`config.mk`:
```
export PLATFORM = sky130hd
export DESIGN_NAME = pipe_hazard_ctrl_flat
export DESIGN_NICKNAME = d
export VERILOG_FILES = /design/src/rtl/pipe_hazard_ctrl_if.sv /design/src/rtl/pipe_hazard_ctrl.sv /design/src/flat_wrapper.sv
export SDC_FILE = /design/constraint.sdc
export NUM_CORES = 1
export LEC_CHECK = 0
export CELL_PAD_IN_SITES_DETAIL_PLACEMENT = 1
export CELL_PAD_IN_SITES_GLOBAL_PLACEMENT = 2
export CORE_UTILIZATION = 39
export CTS_BUF_LIST = sky130_fd_sc_hd__clkbuf_4 sky130_fd_sc_hd__clkbuf_8 sky130_fd_sc_hd__clkbuf_16
export DETAILED_ROUTE_END_ITERATION = 6
export DONT_BUFFER_PORTS = 1
export PLACE_DENSITY = 0.85
export SLEW_MARGIN = 5
export SYNTH_ARGS = -nofsm -noshare
export SYNTH_HDL_FRONTEND = slang
export SYNTH_SLANG_ARGS = --single-unit
```
`constraint.sdc`:
```
create_clock -name clk -period 3.8 [get_ports clk]
set_input_delay 0.95 -clock clk [delete_from_list [all_inputs] [get_ports clk]]
set_output_delay 0.95 -clock clk [all_outputs]
set_load 0.02 [all_outputs]
```
`src/rtl/pipe_hazard_ctrl_if.sv`:
```
// Control bus between the WISC datapath and the pipeline sequencing controller.
// The datapath (master) drives hazard-detection inputs; the controller (slave)
// returns register write enables, bubble requests, the ret redirect select and
// status.
//   id_rs/id_rt, id_uses_rs/id_uses_rt, id_ret : ID-stage operand and ret info
//   ex_mem_read, ex_rd, ex_branch_taken        : EX-stage load/branch info
//   mem_req, mem_ready                         : MEM-stage data access handshake
//   wb_ret                                     : ret flag at MEM/WB output
//   *_en, *_flush, pc_sel_ret                  : pipeline register controls
//   ret_busy, mem_timeout, stall_cycles        : status
interface pipe_hazard_ctrl_if #(
    parameter int unsigned CNT_W = 16
);
    logic [3:0]       id_rs;
    logic [3:0]       id_rt;
    logic             id_uses_rs;
    logic             id_uses_rt;
    logic             id_ret;
    logic             ex_mem_read;
    logic [3:0]       ex_rd;
    logic             ex_branch_taken;
    logic             mem_req;
    logic             mem_ready;
    logic             wb_ret;

    logic             pc_en;
    logic             ifid_en;
    logic             idex_en;
    logic             exmem_en;
    logic             memwb_en;
    logic             ifid_flush;
    logic             idex_flush;
    logic             pc_sel_ret;
    logic             ret_busy;
    logic             mem_timeout;
    logic [CNT_W-1:0] stall_cycles;

    modport master (
        output id_rs, id_rt, id_uses_rs, id_uses_rt, id_ret,
        output ex_mem_read, ex_rd, ex_branch_taken,
        output mem_req, mem_ready, wb_ret,
        input  pc_en, ifid_en, idex_en, exmem_en, memwb_en,
        input  ifid_flush, idex_flush, pc_sel_ret,
        input  ret_busy, mem_timeout, stall_cycles
    );

    modport slave (
        input  id_rs, id_rt, id_uses_rs, id_uses_rt, id_ret,
        input  ex_mem_read, ex_rd, ex_branch_taken,
        input  mem_req, mem_ready, wb_ret,
        output pc_en, ifid_en, idex_en, exmem_en, memwb_en,
        output ifid_flush, idex_flush, pc_sel_ret,
        output ret_busy, mem_timeout, stall_cycles
    );
endinterface

```
`src/rtl/pipe_hazard_ctrl.sv`:
```
// Pipeline sequencing controller for the 16-bit WISC core. Generates the PC and
// pipeline-register write enables and bubble requests, resolving load-use
// hazards, taken-branch squashes, data-memory waits (freeze) and the ret
// drain/redirect sequence. Holds only control state and counters.
//   clk  : rising-edge clock
//   rst  : asynchronous active-high reset
//   bus  : pipe_hazard_ctrl_if slave port (hazard inputs, control outputs)
module pipe_hazard_ctrl #(
    parameter int unsigned MEM_TIMEOUT = 255,
    parameter int unsigned CNT_W       = 16
) (
    input logic               clk,
    input logic               rst,
    pipe_hazard_ctrl_if.slave bus
);
    localparam int unsigned WaitW = (MEM_TIMEOUT > 0) ? $clog2(MEM_TIMEOUT + 1) : 1;
    localparam logic [WaitW-1:0] WaitMax = WaitW'(MEM_TIMEOUT);

    localparam logic [0:0] StRun      = 1'b0;
    localparam logic [0:0] StRetDrain = 1'b1;

    logic [0:0]       state_q, state_d;
    logic [WaitW-1:0] wait_cnt_q, wait_cnt_d;
    logic             timeout_q, timeout_d;
    logic [CNT_W-1:0] stall_q, stall_d;

    logic freeze;
    logic load_use;
    logic pc_en, ifid_en, idex_en, exmem_en, memwb_en;
    logic ifid_flush, idex_flush, pc_sel_ret;

    assign freeze   = bus.mem_req & ~bus.mem_ready;
    assign load_use = bus.ex_mem_read & (bus.ex_rd != 4'd0) &
                      ((bus.id_uses_rs & (bus.id_rs == bus.ex_rd)) |
                       (bus.id_uses_rt & (bus.id_rt == bus.ex_rd)));

    always_comb begin
        state_d    = state_q;
        pc_en      = 1'b1;
        ifid_en    = 1'b1;
        idex_en    = 1'b1;
        exmem_en   = 1'b1;
        memwb_en   = 1'b1;
        ifid_flush = 1'b0;
        idex_flush = 1'b0;
        pc_sel_ret = 1'b0;

        if (rst) begin
            // Outputs read as all-off while reset is held.
            pc_en    = 1'b0;
            ifid_en  = 1'b0;
            idex_en  = 1'b0;
            exmem_en = 1'b0;
            memwb_en = 1'b0;
        end else if (freeze) begin
            pc_en    = 1'b0;
            ifid_en  = 1'b0;
            idex_en  = 1'b0;
            exmem_en = 1'b0;
            memwb_en = 1'b0;
        end else if (state_q == StRun) begin
            if (bus.ex_branch_taken) begin
                // Squash wins over ret entry and load-use: both are wrong-path.
                ifid_flush = 1'b1;
                idex_flush = 1'b1;
            end else if (bus.id_ret) begin
                pc_en      = 1'b0;
                ifid_flush = 1'b1;
                state_d    = StRetDrain;
            end else if (load_use) begin
                pc_en      = 1'b0;
                ifid_en    = 1'b0;
                idex_flush = 1'b1;
            end
        end else begin
            // Only bubbles follow the ret, so branch/load-use cannot occur here.
            ifid_flush = 1'b1;
            if (bus.wb_ret) begin
                pc_sel_ret = 1'b1;
                state_d    = StRun;
            end else begin
                pc_en = 1'b0;
            end
        end
    end

    always_comb begin
        wait_cnt_d = '0;
        timeout_d  = timeout_q;
        if (freeze) begin
            wait_cnt_d = (wait_cnt_q == WaitMax) ? wait_cnt_q : wait_cnt_q + 1'b1;
            if (wait_cnt_q == WaitMax) begin
                timeout_d = 1'b1;
            end
        end
    end

    always_comb begin
        stall_d = stall_q;
        if (!pc_en && (stall_q != '1)) begin
            stall_d = stall_q + 1'b1;
        end
    end

    always_ff @(posedge clk or posedge rst) begin
        if (rst) begin
            state_q    <= StRun;
            wait_cnt_q <= '0;
            timeout_q  <= 1'b0;
            stall_q    <= '0;
        end else begin
            state_q    <= state_d;
            wait_cnt_q <= wait_cnt_d;
            timeout_q  <= timeout_d;
            stall_q    <= stall_d;
        end
    end

    assign bus.pc_en        = pc_en;
    assign bus.ifid_en      = ifid_en;
    assign bus.idex_en      = idex_en;
    assign bus.exmem_en     = exmem_en;
    assign bus.memwb_en     = memwb_en;
    assign bus.ifid_flush   = ifid_flush;
    assign bus.idex_flush   = idex_flush;
    assign bus.pc_sel_ret   = pc_sel_ret;
    assign bus.ret_busy     = (state_q == StRetDrain);
    assign bus.mem_timeout  = timeout_q;
    assign bus.stall_cycles = stall_q;
endmodule

```
`src/flat_wrapper.sv`:
```
// flat-port wrapper written by rule: the top's interface ports become plain ports
module pipe_hazard_ctrl_flat 
#(
    parameter int unsigned MEM_TIMEOUT = 255,
    parameter int unsigned CNT_W       = 16
)
  (clk, rst, bus_id_rs, bus_id_rt, bus_id_uses_rs, bus_id_uses_rt, bus_id_ret, bus_ex_mem_read, bus_ex_rd, bus_ex_branch_taken, bus_mem_req, bus_mem_ready, bus_wb_ret, bus_pc_en, bus_ifid_en, bus_idex_en, bus_exmem_en, bus_memwb_en, bus_ifid_flush, bus_idex_flush, bus_pc_sel_ret, bus_ret_busy, bus_mem_timeout, bus_stall_cycles);
  pipe_hazard_ctrl_if #(.CNT_W(CNT_W)) bus_i ();
  input logic clk;
  input logic rst;
  input wire logic [$bits(bus_i.id_rs)-1:0] bus_id_rs;
  input wire logic [$bits(bus_i.id_rt)-1:0] bus_id_rt;
  input wire logic [$bits(bus_i.id_uses_rs)-1:0] bus_id_uses_rs;
  input wire logic [$bits(bus_i.id_uses_rt)-1:0] bus_id_uses_rt;
  input wire logic [$bits(bus_i.id_ret)-1:0] bus_id_ret;
  input wire logic [$bits(bus_i.ex_mem_read)-1:0] bus_ex_mem_read;
  input wire logic [$bits(bus_i.ex_rd)-1:0] bus_ex_rd;
  input wire logic [$bits(bus_i.ex_branch_taken)-1:0] bus_ex_branch_taken;
  input wire logic [$bits(bus_i.mem_req)-1:0] bus_mem_req;
  input wire logic [$bits(bus_i.mem_ready)-1:0] bus_mem_ready;
  input wire logic [$bits(bus_i.wb_ret)-1:0] bus_wb_ret;
  output wire logic [$bits(bus_i.pc_en)-1:0] bus_pc_en;
  output wire logic [$bits(bus_i.ifid_en)-1:0] bus_ifid_en;
  output wire logic [$bits(bus_i.idex_en)-1:0] bus_idex_en;
  output wire logic [$bits(bus_i.exmem_en)-1:0] bus_exmem_en;
  output wire logic [$bits(bus_i.memwb_en)-1:0] bus_memwb_en;
  output wire logic [$bits(bus_i.ifid_flush)-1:0] bus_ifid_flush;
  output wire logic [$bits(bus_i.idex_flush)-1:0] bus_idex_flush;
  output wire logic [$bits(bus_i.pc_sel_ret)-1:0] bus_pc_sel_ret;
  output wire logic [$bits(bus_i.ret_busy)-1:0] bus_ret_busy;
  output wire logic [$bits(bus_i.mem_timeout)-1:0] bus_mem_timeout;
  output wire logic [$bits(bus_i.stall_cycles)-1:0] bus_stall_cycles;
  assign bus_i.id_rs = bus_id_rs;
  assign bus_i.id_rt = bus_id_rt;
  assign bus_i.id_uses_rs = bus_id_uses_rs;
  assign bus_i.id_uses_rt = bus_id_uses_rt;
  assign bus_i.id_ret = bus_id_ret;
  assign bus_i.ex_mem_read = bus_ex_mem_read;
  assign bus_i.ex_rd = bus_ex_rd;
  assign bus_i.ex_branch_taken = bus_ex_branch_taken;
  assign bus_i.mem_req = bus_mem_req;
  assign bus_i.mem_ready = bus_mem_ready;
  assign bus_i.wb_ret = bus_wb_ret;
  assign bus_pc_en = bus_i.pc_en;
  assign bus_ifid_en = bus_i.ifid_en;
  assign bus_idex_en = bus_i.idex_en;
  assign bus_exmem_en = bus_i.exmem_en;
  assign bus_memwb_en = bus_i.memwb_en;
  assign bus_ifid_flush = bus_i.ifid_flush;
  assign bus_idex_flush = bus_i.idex_flush;
  assign bus_pc_sel_ret = bus_i.pc_sel_ret;
  assign bus_ret_busy = bus_i.ret_busy;
  assign bus_mem_timeout = bus_i.mem_timeout;
  assign bus_stall_cycles = bus_i.stall_cycles;
  pipe_hazard_ctrl #(.MEM_TIMEOUT(MEM_TIMEOUT), .CNT_W(CNT_W)) u_core (.clk(clk), .rst(rst), .bus(bus_i));
endmodule
```
==> Word level (Yosys, flattened, before mapping) <==
Cells that the tools add are included.
{ "totals": {"ff_bits": 26, "in_bits": 22, "output_inout_bits": 26, "wordCells": 58} }
{ "op_classes": {"n_bitwise": 9, "addsub": 2, "reduce_logical": 5, "muxes": 33, "eq_ne": 5} }
{ "op_table": {"columns": ["op", "n"], "rows": [
  ["$mux 1", 31],
  ["$add 16x1->16 const B", 1],
  ["$mux 8", 2],
  ["$ne 16x16->1 const B", 1],
  ["$add 8x1->8 const B", 1],
  ["$eq 4x4->1", 2],
  ["$eq 8x8->1 const B", 1],
  ["$and 1x1->1", 5],
  ["$reduce_and 2->1", 2],
  ["$reduce_bool 4->1", 1],
  ["$not 1->1", 3],
  ["$ne 2x2->1 const B", 1],
  ["$logic_and 1x1->1", 1],
  ["$logic_not 1->1", 1],
  ["$or 1x1->1", 1]
]} }

==> Depth between registers and ports, before layout <==
Gate-level depths: netlist (run 1).
{ "depth": {"word_depth": 12, "ltp_mapped": 9, "mapped_depth_nobuf": 7} }

==> Least setup slack after synthesis (run 1) <==
Ideal clock, no wire load.
{ "synth_path": {"path_type": "input to output", "from": "input rst", "to": "output bus_pc_sel_ret", "arrival_time_ns": 2.318, "setup_slack_ns": 0.532, "path_stages": 4, "path_buffers": 0, "path_cell_list": "inv_1 -> nand2_1 -> inv_1 -> and3_1"} }
{ "synth_between": {"elab_chain_cells": 1} }
{ "synth_rtl": {"columns": ["element", "line_no", "text"], "rows": [
  ["start: declaration", "flat_wrapper.sv:10", "input logic rst;"],
  ["$mux 1", "pipe_hazard_ctrl.sv:48", "if (rst) begin"],
  ["end: declaration", "flat_wrapper.sv:29", "output wire logic [$bits(bus_i.pc_sel_ret)-1:0] bus_pc_sel_ret;"]
]} }
No other way between the ends.

==> Final worst setup path (run 1) <==
{ "layout_path": {"from": "input bus_ex_rd[1]", "to": "output bus_ifid_en"} }
{ "layout_between": {"elab_chain_cells": 10, "elab_cells_between_ends": 14, "classes_between": "eq/ne (2); mux (6); bitwise (5); reduce/logical (1)"} }
{ "layout_rtl": {"columns": ["element", "line_no", "text"], "rows": [
  ["start: declaration", "flat_wrapper.sv:17", "input wire logic [$bits(bus_i.ex_rd)-1:0] bus_ex_rd;"],
  ["$eq 4x4->1, on equally long branches", "pipe_hazard_ctrl.sv:34, pipe_hazard_ctrl.sv:35", null],
  ["$and 1x1->1, on equally long branches", "pipe_hazard_ctrl.sv:34, pipe_hazard_ctrl.sv:35", null],
  ["$or 1x1->1", "pipe_hazard_ctrl.sv:34", "((bus.id_uses_rs & (bus.id_rs == bus.ex_rd)) |"],
  ["$and 1x1->1 *", "pipe_hazard_ctrl.sv:33", "assign load_use = bus.ex_mem_read & (bus.ex_rd != 4'd0) &"],
  ["$mux 1 *", "pipe_hazard_ctrl.sv:70", "end else if (load_use) begin"],
  ["$mux 1 *", "pipe_hazard_ctrl.sv:66", "end else if (bus.id_ret) begin"],
  ["$mux 1 *", "pipe_hazard_ctrl.sv:62", "if (bus.ex_branch_taken) begin"],
  ["$mux 1 *", "pipe_hazard_ctrl.sv:61", "end else if (state_q == StRun) begin"],
  ["$mux 1 *", "pipe_hazard_ctrl.sv:55", "end else if (freeze) begin"],
  ["$mux 1 *", "pipe_hazard_ctrl.sv:48", null],
  ["end: declaration", "flat_wrapper.sv:23", "output wire logic [$bits(bus_i.ifid_en)-1:0] bus_ifid_en;"]
]} }
Mark *: on every way between the ends. The rest lies on a longest branch, timed or not.

==> summary.txt, run 1 <==
Clock tree
  • Clock latency on the worst-skew pair: ~0.27 ns
  • CTS buffer count: 3
  • Post-cts sizing count: 0
  • H-tree depth: 1
  • Setup Buffers After CTS: 0
  • Clock buffer depth: 2
  • Reg clk slew, reported paths: approximately 0.09 ns
  • # hold bufs at CTS: 0
  • CTS tree: built
  • Root buffer cell: clkbuf_8
  • Sink Count: 26

Global routing
  • Vias in the first global route: 1140
  • Largest net degree at the start of global routing: 27
  • Total congestion overflow: 0
  • Antenna violations before repair: 0
  • Total GRT Usage: 16.6%
  • First-pass GRT wire length: approximately 5.2 mm

Yosys
  • Share of async-settable or async-resettable flops after synthesis: 100%
  • Yosys cell types: 35
  • Simple logic cell fraction of the synthesized area: 24.9%
  • Main synth FF type: dfrtp_1
  • Register area share after synthesis: between 40 and 50%
  • Post-synthesis compound-gate area fraction: 7.80%
  • Multiplexer share of the synthesized area: 1.46%
  • Avg Inst Size Synth: 9.79 um^2
  • Xor/xnor share of the synthesized area: between 10% and 20%
  • Mapped Area: ~1500 um^2
  • Yosys top cell area share: 44.6%
  • Post-synth EDFFs: 0
  • Synth area leader: dfrtp_1
  • Post-Synth Adder-Cell Area: 1.72%
  • Post-Syn Nets: 173
  • Yosys warns: 0
  • Yosys reg bits: 26
  • Largest cells by area after synthesis: dfrtp_1, xor2_1, xnor2_1
  • Syn Inst Count: 149
  • Largest family of logic cells by synthesized area: simple AND/OR/NAND/NOR gates

Flow run
  • Max-cap violations: 0

Drt
  • Routed WL: around 3.0 mm
  • Router iterations before antenna repair: 4
  • Via count: 1062
  • Wire length per cell: 15.4 um
  • DR iter-0 viols: 35
  • DR DRC count: 0
  • Final ANT Viol Nets: 0
  • Vias per cell: 5.36

Placed design
  • Post-Place Setup Slack: between 0.5 and 0.6 ns
  • Detailed Place HPWL: 2.42 mm
  • Routability Congestion: 0.715
  • Input/output buffers: 0

Floorplanning
  • Die width: ~63 um
  • Row cnt: 21
  • Die Y: 63.2 um
  • Die ar.: between 3000 and 4000 um^2
  • Core Area: 3470 um^2
  • Initial Utilization: 42.1%
  • Io pins: 48

Final layout
  • FF/Latch Area: 651 um^2
  • Fillcell total: 412
  • Share of layout cells above drive strength 1: 11.8%
  • N_diodes: 0
  • Multi-input gate area: 751 um^2
  • Post-Route Utilization: 45.5%
  • Syn-to-layout area delta: 8.23%
  • Final-stage net count: between 150 and 200

STA
  • RSZ-0062 raised after global routing: no
  • Final WS setup: 0.594 ns
  • Slew Limit Headroom: 67.4%
  • Hold_ws: 0.533 ns
  • Fin crit share: 84.4%
  • Final Max Tran Viols: 0
  • Worst slew pin tran: just under 0.5 ns
  • Highest Clock Rate: 312 MHz
  • Final clock skew: 0.00501 ns
  • Crit path time final: 3.21 ns
  • Final setup viols: 0
  • Final Hold Fails: 0
  • Setup TNS: 0 ns

Worst setup path
  • Crit path cell chain: o41a_1 -> nand3_1 -> nor4_1 -> nor2_1 -> nor2_1 -> a21oi_1
  • Stages on worst setup path: 6
  • Worst Reg-to-Reg Cells: 7
  • CP most frequent cell: nor2_1
  • Data arrival, critical path: 2.26 ns
  • Crit path max fanout: 4
  • WP data required: 2.85 ns
  • Crit path capture type: output pin
  • CP max stage cell: o41a_1
  • Max stage delay on crit path: 0.42 ns
  • CP bufs+invs: 0
  • Startpoint Class: input pin
  • Worst path top cell family by delay: compound AO/OA/AOI/OAI gates
  • Type of the worst setup path: in -> out

Power and ir drop
  • Power Density: 546 nW/um^2
  • Worst vdd ir: 0.294 mV
  • Leak pwr: 0.692 nW

Outcome
  • Outcome: finished, final reports clean

Hold path
  • Hold WC Path Type: reg -> reg
  • Hold path cells: 1
## kinds of logic (layout without fill, tap and decap cells)
kind of cell | Yosys count | count (layout)
buffers and inverters | 11 | 14
AO/OA/AOI/OAI | 16 | 16
adder cells (fa/ha/maj) | 2 | 2
AND/OR/NAND/NOR | 66 | 66
flip-flops | 26 | 26
multiplexers | 2 | 2
XOR/XNOR | 26 | 26
## registers in the layout (all words and copies together), names as in the netlist
name and cells:
u_core.bus.stall_cycles 16, u_core.wait_cnt_q 8, u_core.bus.mem_timeout 1, u_core.bus.ret_busy 1
## worst paths after layout
kind / from / end / slack (ns)
max: bus_ex_rd[1] / bus_ifid_en / 0.59
min: u_core.wait_cnt_q[2] / u_core.wait_cnt_q[2] / 0.53
max reg2reg: u_core.bus.stall_cycles[6] / u_core.bus.stall_cycles[13] / 1.55
min reg2reg: u_core.wait_cnt_q[2] / u_core.wait_cnt_q[2] / 0.53
max in group asynchronous: rst / u_core.bus.stall_cycles[12] / 2.87
min in group asynchronous: rst / u_core.bus.stall_cycles[9] / 0.68
## final cells by class
class,instances,share of cell area (%)
well taps,46,3.65
inverters,7,1.66
multi-input cells,112,47.5
flip-flops and latches,26,41.2
clock inverters,1,1.90
repair buffers,3,1.43
clock buffers,3,2.61
## Yosys cell counts, types with 2 or more instances
master   number
nor3_1        5
dfrtp_1      26
buf_4         2
nand4_1       3
and3_4        2
nor4_1        2
nand2_1      16
o21ai_0       2
a31oi_1       2
nor2b_1       2
inv_1         7
xnor2_1       8
xor2_1       18
and3_1        4
nor2_1       16
o21a_1        2
a21oi_1       4
nand3_1       7
ha_1          2
nor3_2        3
and3_2        2
## power breakdown
part	total, W	switching (W)	internal [W]	leakage [nW]
Clock	0.000225	0.0000841	0.000141	0.0357
Sequential	0.000472	0.000142	0.000330	0.325
Combinational	0.000165	0.0000948	0.0000704	0.331
## per-layer routing
layer | wire [um] | track usage [%]
met5 | 0 | 0
met4 | 19 | 3.49
met3 | 134 | 4.53
met2 | 1650 | 30.9
met1 | 1240 | 18.5
## per-stage QoR
step                      power [W]  instance area (um^2)  std cells
final                      0.000862                  1580        198
after global routing       0.000915                  1580        198
after CTS                  0.000874                  1580        198
after detailed placement   0.000646                  1510        194
after global placement     0.000635                  1510        194
after floorplan            0.000601                  1460        149
## cells in the final DEF, fill, tap and decap left out, drive strengths merged, types with 3 or more instances in the layout
master  Yosys  final
and3        8      8
buf         4      3
nor3        8      8
nand2      16     16
xnor2       8      8
inv         7      7
nor2       16     16
nor4        3      3
dfrtp      26     26
nand4       3      3
clkbuf      0      3
xor2       18     18
nand3       7      7
a21oi       4      4
(Power assumes the default switching activity.)
==> inputs of run 2 (changes only) <==
--- a/config.mk
+++ b/config.mk
@@ -7,11 +7,11 @@
 export LEC_CHECK = 0
 export CELL_PAD_IN_SITES_DETAIL_PLACEMENT = 1
 export CELL_PAD_IN_SITES_GLOBAL_PLACEMENT = 2
-export CORE_UTILIZATION = 39
+export CORE_UTILIZATION = 37
 export CTS_BUF_LIST = sky130_fd_sc_hd__clkbuf_4 sky130_fd_sc_hd__clkbuf_8 sky130_fd_sc_hd__clkbuf_16
 export DETAILED_ROUTE_END_ITERATION = 6
 export DONT_BUFFER_PORTS = 1
-export PLACE_DENSITY = 0.85
+export PLACE_DENSITY = 0.82
 export SLEW_MARGIN = 5
 export SYNTH_ARGS = -nofsm -noshare
 export SYNTH_HDL_FRONTEND = slang
==> constraint.sdc (replaced) <==
create_clock -name clk -period 3 [get_ports clk]
set_input_delay 0.75 -clock clk [delete_from_list [all_inputs] [get_ports clk]]
set_output_delay 0.75 -clock clk [all_outputs]
set_load 0.02 [all_outputs]
==> run 2 against run 1 <==
Effect of this change: core utilization is 2.4 points lower; die area increased by 5.2%; largest power group unchanged; critical endpoint is now bus_idex_flush; highest routed layer unchanged; clock power is 29% higher.
==> summary.txt, run 2 (synthesized netlist as in run 1, its figures left out) <==
STA
  • Final clock skew: 0.00590 ns (+0.000893 ns)
  • Worst slew pin tran: 0.500 ns (+0.0112 ns)
  • Highest Clock Rate: 361 MHz
  • Fin crit share: 92.3%
  • RSZ-0062 raised after global routing: no
  • Final WS setup: 0.231 ns (-0.363 ns)
  • Setup TNS: 0 ns (unchanged)
  • Slew Limit Headroom: 66.7% (-0.74 points)
  • Crit path time final: 2.77 ns
  • Final Hold Fails: 0 (unchanged)
  • Final Max Tran Viols: 0 (unchanged)
  • Final setup viols: 0 (unchanged)

Floorplanning
  • Die width: 64.8 um (+2.6%)
  • Initial Utilization: 39.3% (-2.8 points)
  • Die Y: 64.8 um (+2.6%)
  • Core Area: 3720 um^2 (+7.1%)
  • Row cnt: 22 (+4.8%)
  • Die ar.: 4200 um^2 (+5.2%)
  • Io pins: 48 (unchanged)

Drt
  • Routed WL: 3.36 mm (+10%)
  • DR DRC count: 0 (unchanged)
  • Wire length per cell: 16.5 um (+7.7%)
  • Router iterations before antenna repair: 4 (unchanged)
  • Via count: 1091 (+2.7%)
  • DR iter-0 viols: 40 (+14%)
  • Final ANT Viol Nets: 0 (unchanged)
  • Vias per cell: 5.37 (+0.20%)

Worst setup path
  • Worst path top cell family by delay: simple AND/OR/NAND/NOR gates
  • Crit path capture type: output pin
  • Crit path max fanout: 4 (unchanged)
  • Crit path cell chain: xnor2_1 -> nand3_1 -> nor4_1 -> nor2_1 -> nor2_1 -> nor2_1 -> nor3_1 -> buf_4
  • WP data required: 2.25 ns (-0.60 ns)
  • Max stage delay on crit path: 0.28 ns (-0.14 ns)
  • Startpoint Class: input pin
  • Type of the worst setup path: in -> out
  • CP max stage cell: nor4_1
  • CP most frequent cell: nor2_1
  • CP bufs+invs: 1 (+1)
  • Data arrival, critical path: 2.02 ns (-0.24 ns)

Clock tree
  • CTS tree: built
  • # hold bufs at CTS: 0 (unchanged)
  • Clock buffer depth: 2 (unchanged)
  • Post-cts sizing count: 0 (unchanged)
  • Sink Count: 26 (unchanged)
  • H-tree depth: 1 (unchanged)
  • Root buffer cell: clkbuf_8
  • Setup Buffers After CTS: 0 (unchanged)
  • CTS buffer count: 3 (unchanged)
  • Reg clk slew, reported paths: 0.09 ns (about the same)
  • Clock latency on the worst-skew pair: 0.27 ns (about the same)

Global routing
  • First-pass GRT wire length: 5.76 mm (+11%)
  • Total GRT Usage: 17.9% (+1.3 points)
  • Antenna violations before repair: 0 (unchanged)
  • Total congestion overflow: 0 (unchanged)
  • Vias in the first global route: 1290 (+13%)
  • Largest net degree at the start of global routing: 27 (unchanged)

Final layout
  • Leading cell type in the layout, fill and taps excluded: dfrtp_1
  • Final-stage net count: 180 (+1.7%)
  • Fillcell total: 431 (+4.6%)
  • Max reg flops: 16 (unchanged)
  • Commonest cells after routing, fill and taps aside: dfrtp_1, xor2_1, nor2_1, nand2_1, xnor2_1
  • N_diodes: 0 (unchanged)
  • Share of layout cells above drive strength 1: 13.5% (+1.7 points)
  • Syn-to-layout area delta: 9.95%
  • Fin cells: 203 (+2.5%)

Flow run
  • Max-cap violations: 0 (unchanged)

Placed design
  • Cell Count Post-Placement: 199 (+2.6%)
  • Post-Place Setup Slack: 0.246 ns (-0.329 ns)
  • Routability Congestion: 0.773 (+8.2%)
  • Input/output buffers: 0 (unchanged)
  • Detailed Place HPWL: 2.63 mm (+8.6%)

Hold path
  • Hold WC Path Type: in -> async

Power and ir drop
  • Worst vdd ir: 0.211 mV (-28%)
  • Total power: 0.00111 W (+28%)
  • Power Density: 689 nW/um^2 (+26%)
  • Leak pwr: 0.706 nW (+2.0%)

Outcome
  • Outcome: finished, final reports clean
[run 2: cell type report]
class,count,area [um^2],share of cell area (%)
Sequential cell,26,651,40.6
Timing Repair Buffer,6,45.0,2.81
Clock inverter,1,30.0,1.87
Multi-Input combinational cell,112,751,46.8
Inverter,7,26.3,1.64
Clock buffer,3,41.3,2.57
Tap cell,48,60.1,3.74
[run 2: power by group]
group / internal (W) / total, W / leakage [nW] / switching, W
Combinational: 0.0000950 / 0.000221 / 0.345 / 0.000126
Clock: 0.000179 / 0.000291 / 0.0357 / 0.000112
Sequential: 0.000418 / 0.000594 / 0.325 / 0.000176
Total: 0.000691 / 0.00111 / 0.706 / 0.000414
[run 2: through the flow]
stage / hold WS, ns / utilization (%) / area [um^2]
floorplan: 0.478 / - / 1460
global placement: 0.521 / 41.2 / 1530
detailed placement: 0.516 / 41.2 / 1530
CTS: 0.488 / 43.2 / 1600
global route: 0.503 / 43.2 / 1600
finish: 0.471 / 43.2 / 1600
[run 2: metal layers]
metal | vias to the layer above | wire length (um) | track usage, %
met4 | 0 | 34 | 8.06
met3 | 2 | 156 | 4.05
met1 | 543 | 1370 | 19.2
met5 | - | 0 | 0
met2 | 28 | 1800 | 32.8
li1 | 518 | - | -
[run 2: worst reg2reg max path, cell delays in order (launching register included)]
cell     delay, ns
dfrtp_1       0.50
and4_4        0.25
and3_4        0.18
and3_4        0.18
a32o_2        0.26
a21o_1        0.33
nor3_1        0.30
xor2_1        0.18
[run 2: path summary, 6_finish.rpt]
check                                           start                     endpoint  slack, ns  depth (start not counted)
hold / removal                                    rst  u_core.bus.stall_cycles[11]       0.47                          2
max in group asynchronous                         rst         u_core.wait_cnt_q[0]       2.27                          2
setup / recovery                         bus_ex_rd[1]               bus_idex_flush       0.23                          8
hold reg to reg                  u_core.wait_cnt_q[2]         u_core.wait_cnt_q[2]       0.53                          1
min in group clk                 u_core.wait_cnt_q[2]         u_core.wait_cnt_q[2]       0.53                          1
setup reg to reg           u_core.bus.stall_cycles[4]  u_core.bus.stall_cycles[14]       0.72                          7
==> inputs of run 3 (changes only) <==
--- a/config.mk
+++ b/config.mk
@@ -7,12 +7,12 @@
 export LEC_CHECK = 0
 export CELL_PAD_IN_SITES_DETAIL_PLACEMENT = 1
 export CELL_PAD_IN_SITES_GLOBAL_PLACEMENT = 2
-export CORE_UTILIZATION = 37
+export CORE_UTILIZATION = 39
 export CTS_BUF_LIST = sky130_fd_sc_hd__clkbuf_4 sky130_fd_sc_hd__clkbuf_8 sky130_fd_sc_hd__clkbuf_16
+export CTS_CLUSTER_DIAMETER = 40
 export DETAILED_ROUTE_END_ITERATION = 6
 export DONT_BUFFER_PORTS = 1
-export PLACE_DENSITY = 0.82
-export SLEW_MARGIN = 5
+export PLACE_DENSITY = 0.85
 export SYNTH_ARGS = -nofsm -noshare
 export SYNTH_HDL_FRONTEND = slang
 export SYNTH_SLANG_ARGS = --single-unit
==> constraint.sdc (replaced) <==
create_clock -name clk -period 3.3 [get_ports clk]
set_input_delay 0.825 -clock clk [delete_from_list [all_inputs] [get_ports clk]]
set_output_delay 0.825 -clock clk [all_outputs]
set_load 0.02 [all_outputs]
==> run 3 against run 2 <==
Effect of this change: non-clock buffer count shrank 2; routed wire length shrank 3.1%; die area shrank 5.0%; critical endpoint is now bus_ifid_en.
==> summary.txt, run 3 (synthesized netlist as in run 1, its figures left out) <==
Flow run
  • Max-cap violations: 0 (unchanged)

Drt
  • DR DRC count: 0 (unchanged)
  • Wire length per cell: 16.4 um (-1.1%)
  • DR iter-0 viols: 14 (-65%)
  • Via count: 1083 (-0.73%)
  • Router iterations before antenna repair: 4 (unchanged)
  • Vias per cell: 5.44 (+1.3%)
  • Routed WL: 3.26 mm (-3.1%)
  • Final ANT Viol Nets: 0 (unchanged)

Final layout
  • N_diodes: 0 (unchanged)
  • Max reg flops: 16 (unchanged)
  • Share of layout cells above drive strength 1: 12.4% (-1.1 points)
  • Syn-to-layout area delta: 7.63%
  • Post-Route Utilization: 45.3% (+2.1 points)
  • Commonest cells after routing, fill and taps aside: dfrtp_1, xor2_1, nor2_1, nand2_1, xnor2_1
  • Final-stage net count: 178 (-1.1%)
  • Leading cell type in the layout, fill and taps excluded: dfrtp_1

STA
  • Crit path time final: 2.96 ns
  • Final Max Tran Viols: 0 (unchanged)
  • Highest Clock Rate: 338 MHz
  • Fin crit share: about nine tenths
  • Hold_ws: 0.547 ns (+0.0760 ns)
  • Worst slew pin tran: 0.506 ns (+0.00633 ns)
  • Final clock skew: 0.00594 ns (+0.0000415 ns)
  • RSZ-0062 raised after global routing: no
  • Slew Limit Headroom: 66.3% (-0.42 points)
  • Final Hold Fails: 0 (unchanged)
  • Final setup viols: 0 (unchanged)
  • Setup TNS: 0 ns (unchanged)

Clock tree
  • Reg clk slew, reported paths: 0.09 ns (about the same)
  • CTS tree: built
  • # hold bufs at CTS: 0 (unchanged)
  • CTS buffer count: 3 (unchanged)
  • Post-cts sizing count: 0 (unchanged)
  • Clock latency on the worst-skew pair: 0.27 ns (about the same)
  • H-tree depth: 1 (unchanged)
  • Clock buffer depth: 2 (unchanged)
  • Sink Count: 26 (unchanged)
  • Setup Buffers After CTS: 0 (unchanged)
  • Root buffer cell: clkbuf_8

Worst setup path
  • Startpoint Class: input pin
  • WP data required: 2.47 ns (+0.22 ns)
  • Data arrival, critical path: 2.13 ns (+0.11 ns)
  • Crit path max fanout: 4 (unchanged)
  • Type of the worst setup path: in -> out
  • Crit path capture type: output pin

Floorplanning
  • Die width: 63.2 um (-2.5%)
  • Initial Utilization: 42.1% (+2.8 points)
  • Core Area: 3470 um^2 (-6.7%)
  • Row cnt: 21 (-4.5%)
  • Die ar.: 3990 um^2 (-5.0%)
  • Io pins: 48 (unchanged)
  • Die Y: 63.2 um (-2.5%)

Power and ir drop
  • Sw Pwr: 0.000376 W (-9.3%)
  • Total power: 0.000944 W (-15%)
  • Switching share of power: 39.8% (+2.3 points)
  • Power Density: 601 nW/um^2 (-13%)
  • Clock power frac: 21.8% (-4.5 points)
  • Internal power: 0.000568 W (-18%)
  • Comb pwr share: 20.6% (+0.6 points)
  • Worst vdd ir: 0.390 mV (+85%)
  • Sequential power share: 57.7% (+4.0 points)
  • Leak pwr: 0.690 nW (-2.3%)

Global routing
  • First-pass GRT wire length: 5.60 mm (-2.9%)
  • Antenna violations before repair: 0 (unchanged)
  • Vias in the first global route: 1159 (-10%)
  • Largest net degree at the start of global routing: 27 (unchanged)
  • Total congestion overflow: 0 (unchanged)
  • Total GRT Usage: 18.4% (+0.54 points)

Placed design
  • Routability Congestion: 0.758 (-2.0%)
  • Input/output buffers: 0 (unchanged)
  • Detailed Place HPWL: 2.51 mm (-4.6%)

Outcome
  • Outcome: finished, final reports clean

Hold path
  • Hold WC Path Type: in -> async
==> run 3: changes by cell type in the layout (fill, tap and decap cells not counted), sizes merged <==
cell    delta
buf        -2
bufinv     -1
clkbuf     +1
==> run 3: worst max-delay path, stage by stage <==
cell	delay, ns
o41a_1	0.42
nand3_1	0.10
nor4_1	0.06
nor2_1	0.24
nor2_1	0.10
a21oi_1	0.40
==> run 3: final timing paths <==
kind                                                     to  depth (start not counted)                  startpoint  slack [ns]
worst max-delay path                            bus_ifid_en                          6                bus_ex_rd[1]        0.34
worst min-delay path             u_core.bus.stall_cycles[8]                          2                         rst        0.55
worst max register to register  u_core.bus.stall_cycles[10]                          7  u_core.bus.stall_cycles[4]        1.03
worst min register to register         u_core.wait_cnt_q[5]                          2        u_core.wait_cnt_q[5]        0.55
max in group asynchronous        u_core.bus.stall_cycles[4]                          2                         rst        2.50
min in group clk                       u_core.wait_cnt_q[5]                          2        u_core.wait_cnt_q[5]        0.55
==> run 3: metal layers <==
metal  track usage, %  vias up  wire length, um
li1                 -      516                -
met4             6.10        0               46
met1             20.3      543             1310
met3             6.16        4              161
met5                0        -                0
met2             32.8       20             1740
==> run 3: stage by stage <==
step	std cells	cell area, um^2	setup WS, ns
2_1_floorplan	149	1460	0.282
3_3_place_gp	195	1520	0.376
3_5_place_dp	195	1520	0.335
4_1_cts	199	1570	0.329
5_1_grt	199	1570	0.251
6_report	199	1570	0.343
==> run 3: area by class of cell <==
cell class / count / area, um^2
clock buffers: 4 / 55.1
fillers: 428 / 1900
inverters: 7 / 26.3
multi-input cells: 112 / 751
flip-flops and latches: 26 / 651
well taps: 46 / 57.6
repair buffers: 4 / 30.0
==> run 3: power groups by stage <==
stage | registers (W) | clock network [W] | logic, W
global route | 0.000558 | 0.000223 | 0.000223
CTS | 0.000546 | 0.000213 | 0.000198
detailed placement | 0.000551 | 0 | 0.000197
global placement | 0.000545 | 0 | 0.000187
floorplan | 0.000526 | 0 | 0.000166
finish | 0.000544 | 0.000206 | 0.000194
